File: config.mk
export PLATFORM = sky130hd
export DESIGN_NAME = freq_meas_ctrl
export DESIGN_NICKNAME = d
export VERILOG_FILES = /design/src/rtl/freq_meas_ctrl.sv
export SDC_FILE = /design/constraint.sdc
export NUM_CORES = 1
export LEC_CHECK = 0
export CAP_MARGIN = 15
export CORE_MARGIN = 2
export CORE_UTILIZATION = 56
export DETAILED_ROUTE_END_ITERATION = 6
export GPL_TIMING_DRIVEN = 0
export PLACE_DENSITY = 0.85
export SLEW_MARGIN = 5
export SYNTH_ARGS = -nofsm -noshare
export SYNTH_HDL_FRONTEND = slang
export SYNTH_SLANG_ARGS = --single-unit
File: constraint.sdc
create_clock -name clk -period 4.3 [get_ports clk]
set_input_delay 0.86 -clock clk [delete_from_list [all_inputs] [get_ports clk]]
set_output_delay 0.86 -clock clk [all_outputs]
set_load 0.02 [all_outputs]
File: src/rtl/freq_meas_ctrl.sv
// Gated frequency-measurement sequencer: clear, gate, settle, latch, convert, publish.
// Define FREQ_MEAS_AUTORANGE_EN to switch between long and short (1/10) gates automatically.
module freq_meas_ctrl #(
  parameter int unsigned GATE_CYCLES   = 50_000_000,
  parameter int unsigned SETTLE_CYCLES = 4,
  parameter int unsigned CONV_TIMEOUT  = 64
) (
  input  logic        clk,
  input  logic        rst_n,
  input  logic        run,
  input  logic        hold,
  output logic        gate_en,
  output logic        cnt_clr,
  input  logic [19:0] cnt_val,
  input  logic        cnt_ovf,
  output logic        conv_start,
  output logic [19:0] conv_din,
  input  logic        conv_done,
  output logic [19:0] freq,
  output logic        freq_valid,
  output logic        range,
  output logic [3:0]  led
);

  localparam int unsigned GW = (GATE_CYCLES   > 1) ? $clog2(GATE_CYCLES)   : 1;
  localparam int unsigned SW = (SETTLE_CYCLES > 1) ? $clog2(SETTLE_CYCLES) : 1;
  localparam int unsigned TW = (CONV_TIMEOUT  > 1) ? $clog2(CONV_TIMEOUT)  : 1;

  localparam logic [GW-1:0] GATE_LONG_LAST  = GW'(GATE_CYCLES - 1);
  localparam logic [GW-1:0] GATE_SHORT_LAST = GW'(GATE_CYCLES / 10 - 1);
  localparam logic [SW-1:0] SETTLE_LAST     = SW'(SETTLE_CYCLES - 1);
  localparam logic [TW-1:0] TMO_LAST        = TW'(CONV_TIMEOUT - 1);

  typedef enum logic [2:0] {
    IDLE, CLEAR, GATE, SETTLE, LATCH, CONV, PUBLISH
  } state_t;

  state_t        state;
  logic [GW-1:0] gate_cnt;
  logic [SW-1:0] settle_cnt;
  logic [TW-1:0] tmo_cnt;
  logic [GW-1:0] gate_last;
  logic          ovf_flag;
  logic          err;

`ifdef FREQ_MEAS_AUTORANGE_EN
  logic range_q;
  assign range     = range_q;
  assign gate_last = range_q ? GATE_SHORT_LAST : GATE_LONG_LAST;
`else
  assign range     = 1'b0;
  assign gate_last = GATE_LONG_LAST;
`endif

  assign led = {range, err, ovf_flag, gate_en};

  always_ff @(posedge clk or negedge rst_n) begin
    if (!rst_n) begin
      state      <= IDLE;
      gate_cnt   <= '0;
      settle_cnt <= '0;
      tmo_cnt    <= '0;
      gate_en    <= 1'b0;
      cnt_clr    <= 1'b0;
      conv_start <= 1'b0;
      conv_din   <= '0;
      freq       <= '0;
      freq_valid <= 1'b0;
      ovf_flag   <= 1'b0;
      err        <= 1'b0;
`ifdef FREQ_MEAS_AUTORANGE_EN
      range_q    <= 1'b0;
`endif
    end else begin
      cnt_clr    <= 1'b0;
      conv_start <= 1'b0;
      freq_valid <= 1'b0;
      case (state)
        IDLE: begin
          if (run) begin
            state   <= CLEAR;
            cnt_clr <= 1'b1;
          end
        end
        CLEAR: begin
          state    <= GATE;
          gate_en  <= 1'b1;
          gate_cnt <= '0;
        end
        GATE: begin
          if (gate_cnt == gate_last) begin
            gate_en    <= 1'b0;
            settle_cnt <= '0;
            state      <= SETTLE;
          end else begin
            gate_cnt <= gate_cnt + 1'b1;
          end
        end
        SETTLE: begin
          if (settle_cnt == SETTLE_LAST) state <= LATCH;
          else settle_cnt <= settle_cnt + 1'b1;
        end
        LATCH: begin
          conv_din   <= cnt_ovf ? '1 : cnt_val;
          ovf_flag   <= cnt_ovf;
`ifdef FREQ_MEAS_AUTORANGE_EN
          // Overflow on the long gate shortens the next one; a small count on the short gate lengthens it.
          if (cnt_ovf && !range_q) range_q <= 1'b1;
          else if (range_q && !cnt_ovf && cnt_val < 20'd10000) range_q <= 1'b0;
`endif
          conv_start <= 1'b1;
          tmo_cnt    <= '0;
          state      <= CONV;
        end
        CONV: begin
          if (conv_done) begin
            state <= PUBLISH;
          end else if (tmo_cnt == TMO_LAST) begin
            err <= 1'b1;
            if (run) begin
              state   <= CLEAR;
              cnt_clr <= 1'b1;
            end else begin
              state <= IDLE;
            end
          end else begin
            tmo_cnt <= tmo_cnt + 1'b1;
          end
        end
        PUBLISH: begin
          if (!hold) begin
            freq       <= conv_din;
            freq_valid <= 1'b1;
          end
          err <= 1'b0;
          if (run) begin
            state   <= CLEAR;
            cnt_clr <= 1'b1;
          end else begin
            state <= IDLE;
          end
        end
        default: state <= IDLE;
      endcase
    end
  end

endmodule

-- Word-level counts from Yosys, hierarchy flattened
Index checks and enable logic that the tools add are counted.
W data, S select, Z words.
- $add $sub $neg: 3
- eq/ne operators: 18
- mux-type cells: 28
- bitwise logic cells: 1
- reductions and logical operators: 13
- operators by type and width (cell ; count):
    $pmux W26 S2 ; 1
    $add A26 B1 Y26 const B ; 1
    $eq A26 B26 Y1 const B ; 1
    $mux W26 ; 1
    $pmux W3 S7 ; 1
    $mux W20 ; 1
    $ne A2 B2 Y1 const B ; 8
    $mux W3 ; 5
    $mux W6 ; 2
    $pmux W6 S2 ; 1
    $mux W1 ; 10
    $eq A3 B3 Y1 const B ; 3
    $reduce_and A3 Y1 ; 3
    $reduce_bool A2 Y1 ; 4
    $add A6 B1 Y6 const B ; 1
    $eq A3 B2 Y1 const B ; 2
    $eq A6 B6 Y1 const B ; 1
    $pmux W1 S2 ; 3
    $reduce_and A2 Y1 ; 3
    $mux W2 ; 2
    $pmux W2 S2 ; 1
    $reduce_and A4 Y1 ; 1
    $eq A3 B1 Y1 const B ; 1
    $logic_not A3 Y1 ; 1
    other kinds (5) ; 5
- flip-flop bits (word level): 83
- input port bits: 26
- output and inout bits: 49
- word-level logic and storage cells: 75

-- Depth between registers and ports, before layout
Gate-level depths: netlist of the first run.
- word-level depth: 4
- mapped depth: 6
- mapped depth without buffers: 5

-- Worst setup path before layout of the first run
Ideal clock, no wire load.
- path type: register to register
- start: register state[0]
- end: register gate_cnt[18]
- library setup time: 0.135 ns
- arrival time: 1.904 ns
- path slack: 2.261 ns
- cell stages (with the launch flop): 7
- clock period less this slack: 2.039 ns
- path through: dfrtp_1 > or3b_1 > clkbuf_1 > or4_4 > buf_6 > o311ai_2 > o41ai_2
- word-level cells in the longest chain between the ends: 3
- ends and longest elaborated chain (item ; RTL line ; text):
    start, declared ; 38 ; state_t state;
    start signal, assigned ; 59 ; state <= IDLE;
    start signal, assigned ; 81 ; state <= CLEAR;
    start signal, assigned ; 86 ; state <= GATE;
    $eq A3 B2 Y1 or $eq A3 B1 Y1 (tied branches) ; 78 ; case (state)
    $ne A2 B2 Y1 (no source line) or $reduce_bool A2 Y1 (tied branches) ; n/a ;
    $reduce_and A2 Y1 (no source line) ; n/a ;
    end signal, assigned ; 96 ; gate_cnt <= gate_cnt + 1'b1;
    end, declared ; 39 ; logic [GW-1:0] gate_cnt;
Several ways; a longest one is shown, not always the timed one.
A chain may end at the register's enable or synchronous reset.

-- Worst setup path in the final report of the first run
- start: input hold
- end: register freq[0]
- word-level cells in the longest chain between the ends: 2
- ends and longest elaborated chain (item ; RTL line ; text):
    start, declared ; 11 ; input logic hold,
    $not A1 Y1 (no source line) ; n/a ;
    $reduce_and A2 Y1 (no source line) ; n/a ;
    end signal, assigned ; 132 ; freq <= conv_din;
    end, declared ; 19 ; output logic [19:0] freq,
No other way between the ends.

==> results.sh, run 1 <==
export IMPL_status="finished clean"
export IMPL_dp_hpwl_mm=6.30
export IMPL_antenna_found_initial=0
export IMPL_worstPathRequired_ns=4.54
export IMPL_port_buffers=72
export IMPL_routed_wl_mm=8.89
export IMPL_dieWidth_um=87.7
export IMPL_p_leak_nw=1.97
export IMPL_ios=75
export IMPL_startpoint_type="input port"
export IMPL_period_share_pct=53.8
export IMPL_die_h_um=87.7
export IMPL_ys_flop_type="dfrtp_1"
export IMPL_regArea_um2=2080
export IMPL_fp_row_count=30
export IMPL_drc=0
export IMPL_die_area_um2=7690
export IMPL_max_freq_mhz=433
export IMPL_cp_data_arrival_time_ns=2.56
export IMPL_ys_seq_area_share_pct=53.0
export IMPL_synth_seq_cells=83
export IMPL_cts_resized=0
export IMPL_yosys_top_cells_area="dfrtp_1 (53%), mux2_2 (6.9%), nor2_1 (4.7%)"
export IMPL_grt_max_degree=51
export IMPL_nets=492
export IMPL_grt_usage_pct=24.5
export IMPL_worstSetupEndpointType="flop"
export IMPL_cts_inserted_buffers=9
export IMPL_drt_iter0_drc=295
export IMPL_area_growth_pct=26.7
export IMPL_overflow=0
export IMPL_diodes=0
export IMPL_cts_tree="built"
export IMPL_synth_area_leader_cell="dfrtp_1"
export IMPL_irDropWorstVdd_mv=0.326
export IMPL_hold_violations=0
export IMPL_layout_drive_gt1_share_pct=12.2
export IMPL_initial_core_util_pct=57.7
export IMPL_critical_path_class="input port to flop"
export IMPL_grt_pass1_wl_mm=14.7
export IMPL_tightest_slew_ns=0.870
export IMPL_insertion_delay_ns=0.36
export IMPL_min_path_type="input port to asynchronous set/reset pin"
export IMPL_syn_area_um2=3920
export IMPL_ys_async_sr_fraction_pct=100
export IMPL_worst_hold_slack_ns=0.440
export IMPL_cts_max_level=3
export IMPL_drt_pre_antenna_iters=4
export IMPL_netlist_instances=378
export IMPL_cts_buffer_depth=2
export IMPL_rsz0062_at_grt="no"
export IMPL_ys_types=57
export IMPL_grt_pass1_vias=3033
export IMPL_dp_slack_ns=1.58
export IMPL_fill_cells=482
export IMPL_cts_root_buf="clkbuf_8"
export IMPL_setup_viol=0
export IMPL_core_area_um2=6790
export IMPL_skew_ns=0.0133
export IMPL_fin_ws_ns=1.99
export IMPL_cp_max_fo=10
export IMPL_cts_setup_buffers=0
export IMPL_ys_warnings_count=0
export IMPL_fin_area_um2=4970
export IMPL_drv_slew=0
export IMPL_yosysTopAreaCellShare_pct=53.0
export IMPL_cts_hold_buffers=0
export IMPL_synth_edff_count=0
export IMPL_drv_cap=0
export IMPL_vias_per_cell=5.78
export IMPL_wire_per_inst_um=15.8
export IMPL_cts_clk_slew_worst_paths_ns=0.08
export IMPL_place_congestion=0.892
export IMPL_multi_input_comb_area_um2=1680
export IMPL_num_vias=3262
export IMPL_cts_sinks=83
export IMPL_drtAntennaViolNets=0
export IMPL_power_w=0.00299
export IMPL_p_per_area_nw_per_um2=603
export IMPL_relSlewSlack_pct=41.5
export IMPL_setup_tns_ns=0
export IMPL_fin_crit_ns=2.31
export IMPL_avgSynthCellArea_um2=10.4
export IMPL_place_area_um2=4790
where the power goes:
group | internal [W] | total [W] | switching, W | leakage [nW]
logic | 0.000615 | 0.00131 | 0.000691 | 0.887
registers | 0.00101 | 0.00117 | 0.000165 | 1.00
clock network | 0.000215 | 0.000514 | 0.000299 | 0.0795
logic make-up after synthesis:
kind of cell | count (synthesis) | share of synthesized area, %
mux | 30 | 8.42
xor+xnor | 1 | 0.223
buf+inv | 37 | 4.24
compound gates | 92 | 15.7
flops | 83 | 53.0
fa+ha+maj | 3 | 0.957
other cells | 1 | 0.0956
simple gates | 131 | 17.4
worst max-delay path, stage by stage:
cell and delay, ns:
clkdlybuf4s50_1 0.41, nor3_1 0.36, clkbuf_1 0.52, mux2_2 0.40
final timing paths:
path                       slack (ns)                         to                startpoint  cells past startpoint
max                              1.99        freq[0]$_DFFE_PN0P_                      hold                      4
min                              0.44  settle_cnt[0]$_DFFE_PN0P_                     rst_n                      1
max reg2reg                      2.03   gate_cnt[17]$_DFFE_PN0P_      state[0]$_DFFE_PN0P_                      6
min reg2reg                      0.50   gate_cnt[23]$_DFFE_PN0P_  gate_cnt[23]$_DFFE_PN0P_                      1
max in group asynchronous        3.27    conv_din[8]$_DFFE_PN0N_                     rst_n                      2
min in group clk                 0.50   gate_cnt[23]$_DFFE_PN0P_  gate_cnt[23]$_DFFE_PN0P_                      1
cell usage after synthesis (2+ instances only):
cell type / number
a211oi_1: 2
a21oi_1: 30
a22o_1: 3
a22oi_1: 2
a31oi_1: 3
and2_1: 4
and3_1: 6
and4_1: 3
buf_4: 5
clkbuf_1: 20
dfrtp_1: 83
ha_1: 3
inv_1: 10
mux2_2: 24
mux2i_1: 6
nand2_1: 19
nand2b_1: 5
nand3_1: 15
nand4_1: 6
nor2_1: 49
nor2b_1: 4
nor3_1: 4
nor3b_1: 3
nor4_1: 2
nor4_2: 2
o211ai_1: 5
o21ai_0: 15
o22ai_1: 2
o311ai_0: 3
o311ai_1: 5
o31ai_1: 6
o41ai_1: 4
flip-flops by register name (all words and copies together), names as in the netlist:
signal / cells
conv_din: 20
state: 3
cnt_clr: 1
freq_valid: 1
gate_en: 1
conv_start: 1
ovf_flag: 1
gate_cnt: 26
tmo_cnt: 6
settle_cnt: 2
err: 1
freq: 20
cell usage in the layout, fill, tap and decap left out, drive strengths merged, types with 6 or more instances in the layout:
cell type and n:
dfrtp 83, clkdlybuf4s50 71, nor2 49, a21oi 30, clkbuf 30, mux2 24
nand2 19, o21ai 16, nand3 15, inv 12, buf 9, o311ai 9
and3 6, nand4 6, mux2i 6, o31ai 6, nand2b 6
per-stage QoR:
| stage | cells | util, % |
|---|---|---|
| floorplan | 379 | - |
| global placement | 547 | 70.1 |
| detailed placement | 548 | 70.5 |
| CTS | 564 | 73.1 |
| global route | 564 | 73.1 |
| finish | 564 | 73.1 |
per-layer routing:
layer  GRT usage [%]  up-vias  wire length [µm]  part of all wire [%]
met2            38.0       90              4480                    50
met3            4.90       13               350                   3.9
met4            8.67        0               161                   1.8
met1            34.5     1605              3900                    44
li1                -     1554                 -                     -
met5               0        -                 0                     0
cell type report:
cell class              instances  area share [%]
flip-flops and latches         83            41.8
multi-input cells             259            33.9
repair buffers                 73            15.0
plain buffers                  27            2.59
clock buffers                  10            2.57
well taps                      96            2.42
clock inverters                 6           0.982
inverters                      10           0.756
No activity file was read; power rests on OpenSTA's default activity.
==> run 2: changes to the inputs <==
--- a/config.mk
+++ b/config.mk
@@ -7,10 +7,10 @@
 export LEC_CHECK = 0
 export CAP_MARGIN = 15
 export CORE_MARGIN = 2
-export CORE_UTILIZATION = 56
+export CORE_UTILIZATION = 52
 export DETAILED_ROUTE_END_ITERATION = 6
 export GPL_TIMING_DRIVEN = 0
-export PLACE_DENSITY = 0.85
+export PLACE_DENSITY = 0.8
 export SLEW_MARGIN = 5
 export SYNTH_ARGS = -nofsm -noshare
 export SYNTH_HDL_FRONTEND = slang
==> constraint.sdc (replaced) <==
create_clock -name clk -period 2.3 [get_ports clk]
set_input_delay 0.46 -clock clk [delete_from_list [all_inputs] [get_ports clk]]
set_output_delay 0.46 -clock clk [all_outputs]
set_load 0.02 [all_outputs]
==> run 2 against run 1 <==
Compared with the run above: cell area is 1.5% higher; first-iteration DRC count decreased by 45%; combinational power rose by 87%; critical path type is now flop to flop; sequential cell count did not move; worst setup slack worse by 1.9 ns; non-clock buffer count unchanged; die area increased by 7.3%.
==> results.sh, run 2 (synthesis gave the netlist of run 1 again) <==
export IMPL_dp_hpwl_mm=6.68
export IMPL_setup_viol=0
export IMPL_rsz0062_at_grt="no"
export IMPL_ios=75
export IMPL_drc=0
export IMPL_insertion_delay_ns=0.36
export IMPL_cp_max_fo=7
export IMPL_grt_pass1_vias=3121
export IMPL_cp_top_family="compound AO/OA/AOI/OAI gates"
export IMPL_die_h_um=90.8
export IMPL_relSlewSlack_pct=43.6
export IMPL_critical_path_class="flop to flop"
export IMPL_grt_max_degree=50
export IMPL_initial_core_util_pct=53.8
export IMPL_cts_inserted_buffers=9
export IMPL_status="finished clean"
export IMPL_fp_row_count=31
export IMPL_vias_per_cell=5.73
export IMPL_diodes=0
export IMPL_drv_slew=0
export IMPL_largest_register="gate_cnt"
export IMPL_cp_slowest_stage_delay_ns=0.51
export IMPL_tightest_slew_ns=0.844
export IMPL_dieWidth_um=90.8
export IMPL_routed_wl_mm=9.20
export IMPL_grt_pass1_wl_mm=15.3
export IMPL_area_growth_pct=28.6
export IMPL_setup_tns_ns=0
export IMPL_nets=492
export IMPL_cts_clk_slew_worst_paths_ns=0.09
export IMPL_cts_max_level=3
export IMPL_max_freq_mhz=462
export IMPL_dp_cells=551
export IMPL_cts_sinks=83
export IMPL_num_vias=3248
export IMPL_startpoint_type="flop"
export IMPL_fill_cells=568
export IMPL_period_share_pct=94.1
export IMPL_wire_per_inst_um=16.2
export IMPL_cp_data_arrival_time_ns=2.42
export IMPL_cts_tree="built"
export IMPL_drt_iter0_drc=162
export IMPL_p_per_area_nw_per_um2=1160
export IMPL_skew_ns=0.00892
export IMPL_layout_drive_gt1_share_pct=13.5
export IMPL_cts_root_buf="clkbuf_8"
export IMPL_core_area_um2=7290
export IMPL_worstPathRequired_ns=2.56
export IMPL_worst_hold_slack_ns=0.0430
export IMPL_cts_buffer_depth=2
export IMPL_p_leak_nw=2.01
export IMPL_top_regs="gate_cnt: 26 flops, conv_din: 20 flops, freq: 20 flops"
export IMPL_overflow=0
export IMPL_largest_reg_flops=26
export IMPL_cp_num_buf_inv=1
export IMPL_die_area_um2=8250
export IMPL_mostFrequentLayoutCells="dfrtp_1 (82), clkdlybuf4s50_1 (71), nor2_1 (49)"
export IMPL_hold_violations=0
export IMPL_power_w=0.00587
export IMPL_layoutNonFillerInstCount=567
export IMPL_slowest_stage="a211oi_1"
export IMPL_cp_depth=6
export IMPL_grt_usage_pct=23.1
export IMPL_drv_cap=0
export IMPL_antenna_found_initial=0
export IMPL_port_buffers=72
export IMPL_place_congestion=0.844
export IMPL_r2r_cells=6
export IMPL_min_path_type="input port to asynchronous set/reset pin"
export IMPL_fin_crit_ns=2.16
export IMPL_irDropWorstVdd_mv=0.577
export IMPL_drt_pre_antenna_iters=4
export IMPL_final_common_cell="dfrtp_1"
export IMPL_worstPathCellList="ha_1 > and4_1 > clkbuf_1 > a211oi_1 > nand2_1 > mux2_2"
export IMPL_worstSetupEndpointType="flop"
export IMPL_drtAntennaViolNets=0
==> run 2: cell types whose count changed in the layout (fill, tap and decap cells not counted) <==
cell        change
clkinvlp_4      -2
clkinv_4        -1
buf_2           -1
dfrtp_1         -1
clkbuf_1        -4
clkbuf_2        +2
clkbuf_8        +1
clkbuf_4        +1
inv_6           +1
nor4_1          -1
nor4_2          +1
bufinv_16       +2
buf_4           +1
dfrtp_2         +1
==> run 2: metrics by stage <==
stage                     setup slack [ns]  util [%]  area [µm²]
final                                0.137      69.1        5040
after CTS                           0.0587      68.9        5030
after global routing                0.0207      69.1        5040
after floorplan                      0.261         -        3930
after detailed placement            0.0519      65.8        4790
after global placement               -2.20      65.4        4770
==> run 2: timing repair <==
item | CTS | global route
setup endpoints to repair | 0 | 34
hold buffers | 0 | 0
setup buffers | 0 | 1
resized for setup | 0 | 7
==> run 2: power by group <==
part | internal (W) | switching [W]
Sequential | 0.00189 | 0.000306
Combinational | 0.00116 | 0.00129
Clock | 0.000653 | 0.000569
==> run 2: final cells by class <==
type	instances	area [µm²]	area share (%)
Clock buffer	10	138	2.73
Timing Repair Buffer	74	753	14.9
Multi-Input combinational cell	259	1690	33.5
Inverter	10	37.5	0.744
Tap cell	99	124	2.46
Sequential cell	83	2080	41.2
Buffer	26	130	2.58
Clock inverter	6	93.8	1.86
==> run 2: worst paths after layout <==
check | slack (ns) | end | from
min in group clk | 0.50 | gate_cnt[25]$_DFFE_PN0P_ | gate_cnt[25]$_DFFE_PN0P_
max in group asynchronous | 1.66 | gate_cnt[14]$_DFFE_PN0P_ | rst_n
min reg2reg | 0.50 | gate_cnt[25]$_DFFE_PN0P_ | gate_cnt[25]$_DFFE_PN0P_
min | 0.04 | cnt_clr$_DFF_PN0_ | rst_n
max | 0.14 | tmo_cnt[1]$_DFFE_PN0P_ | tmo_cnt[0]$_DFFE_PN0P_
max reg2reg | 0.14 | tmo_cnt[1]$_DFFE_PN0P_ | tmo_cnt[0]$_DFFE_PN0P_
==> run 2: metal layers <==
metal	part of all wire [%]	wire length (µm)	GRT usage (%)	vias up
li1	-	-	-	1544
met1	43	3990	29.8	1608
met2	51	4680	38.6	78
met3	3.4	312	3.59	18
met4	2.4	221	10.6	0
met5	0	0	0	-
==> run 3: changes to the inputs <==
--- a/config.mk
+++ b/config.mk
@@ -8,6 +8,7 @@
 export CAP_MARGIN = 15
 export CORE_MARGIN = 2
 export CORE_UTILIZATION = 52
+export CTS_CLUSTER_DIAMETER = 150
 export DETAILED_ROUTE_END_ITERATION = 6
 export GPL_TIMING_DRIVEN = 0
 export PLACE_DENSITY = 0.8
==> results of run 3 <==
The final DEF is identical to that of run 2; final timing and power are the same.
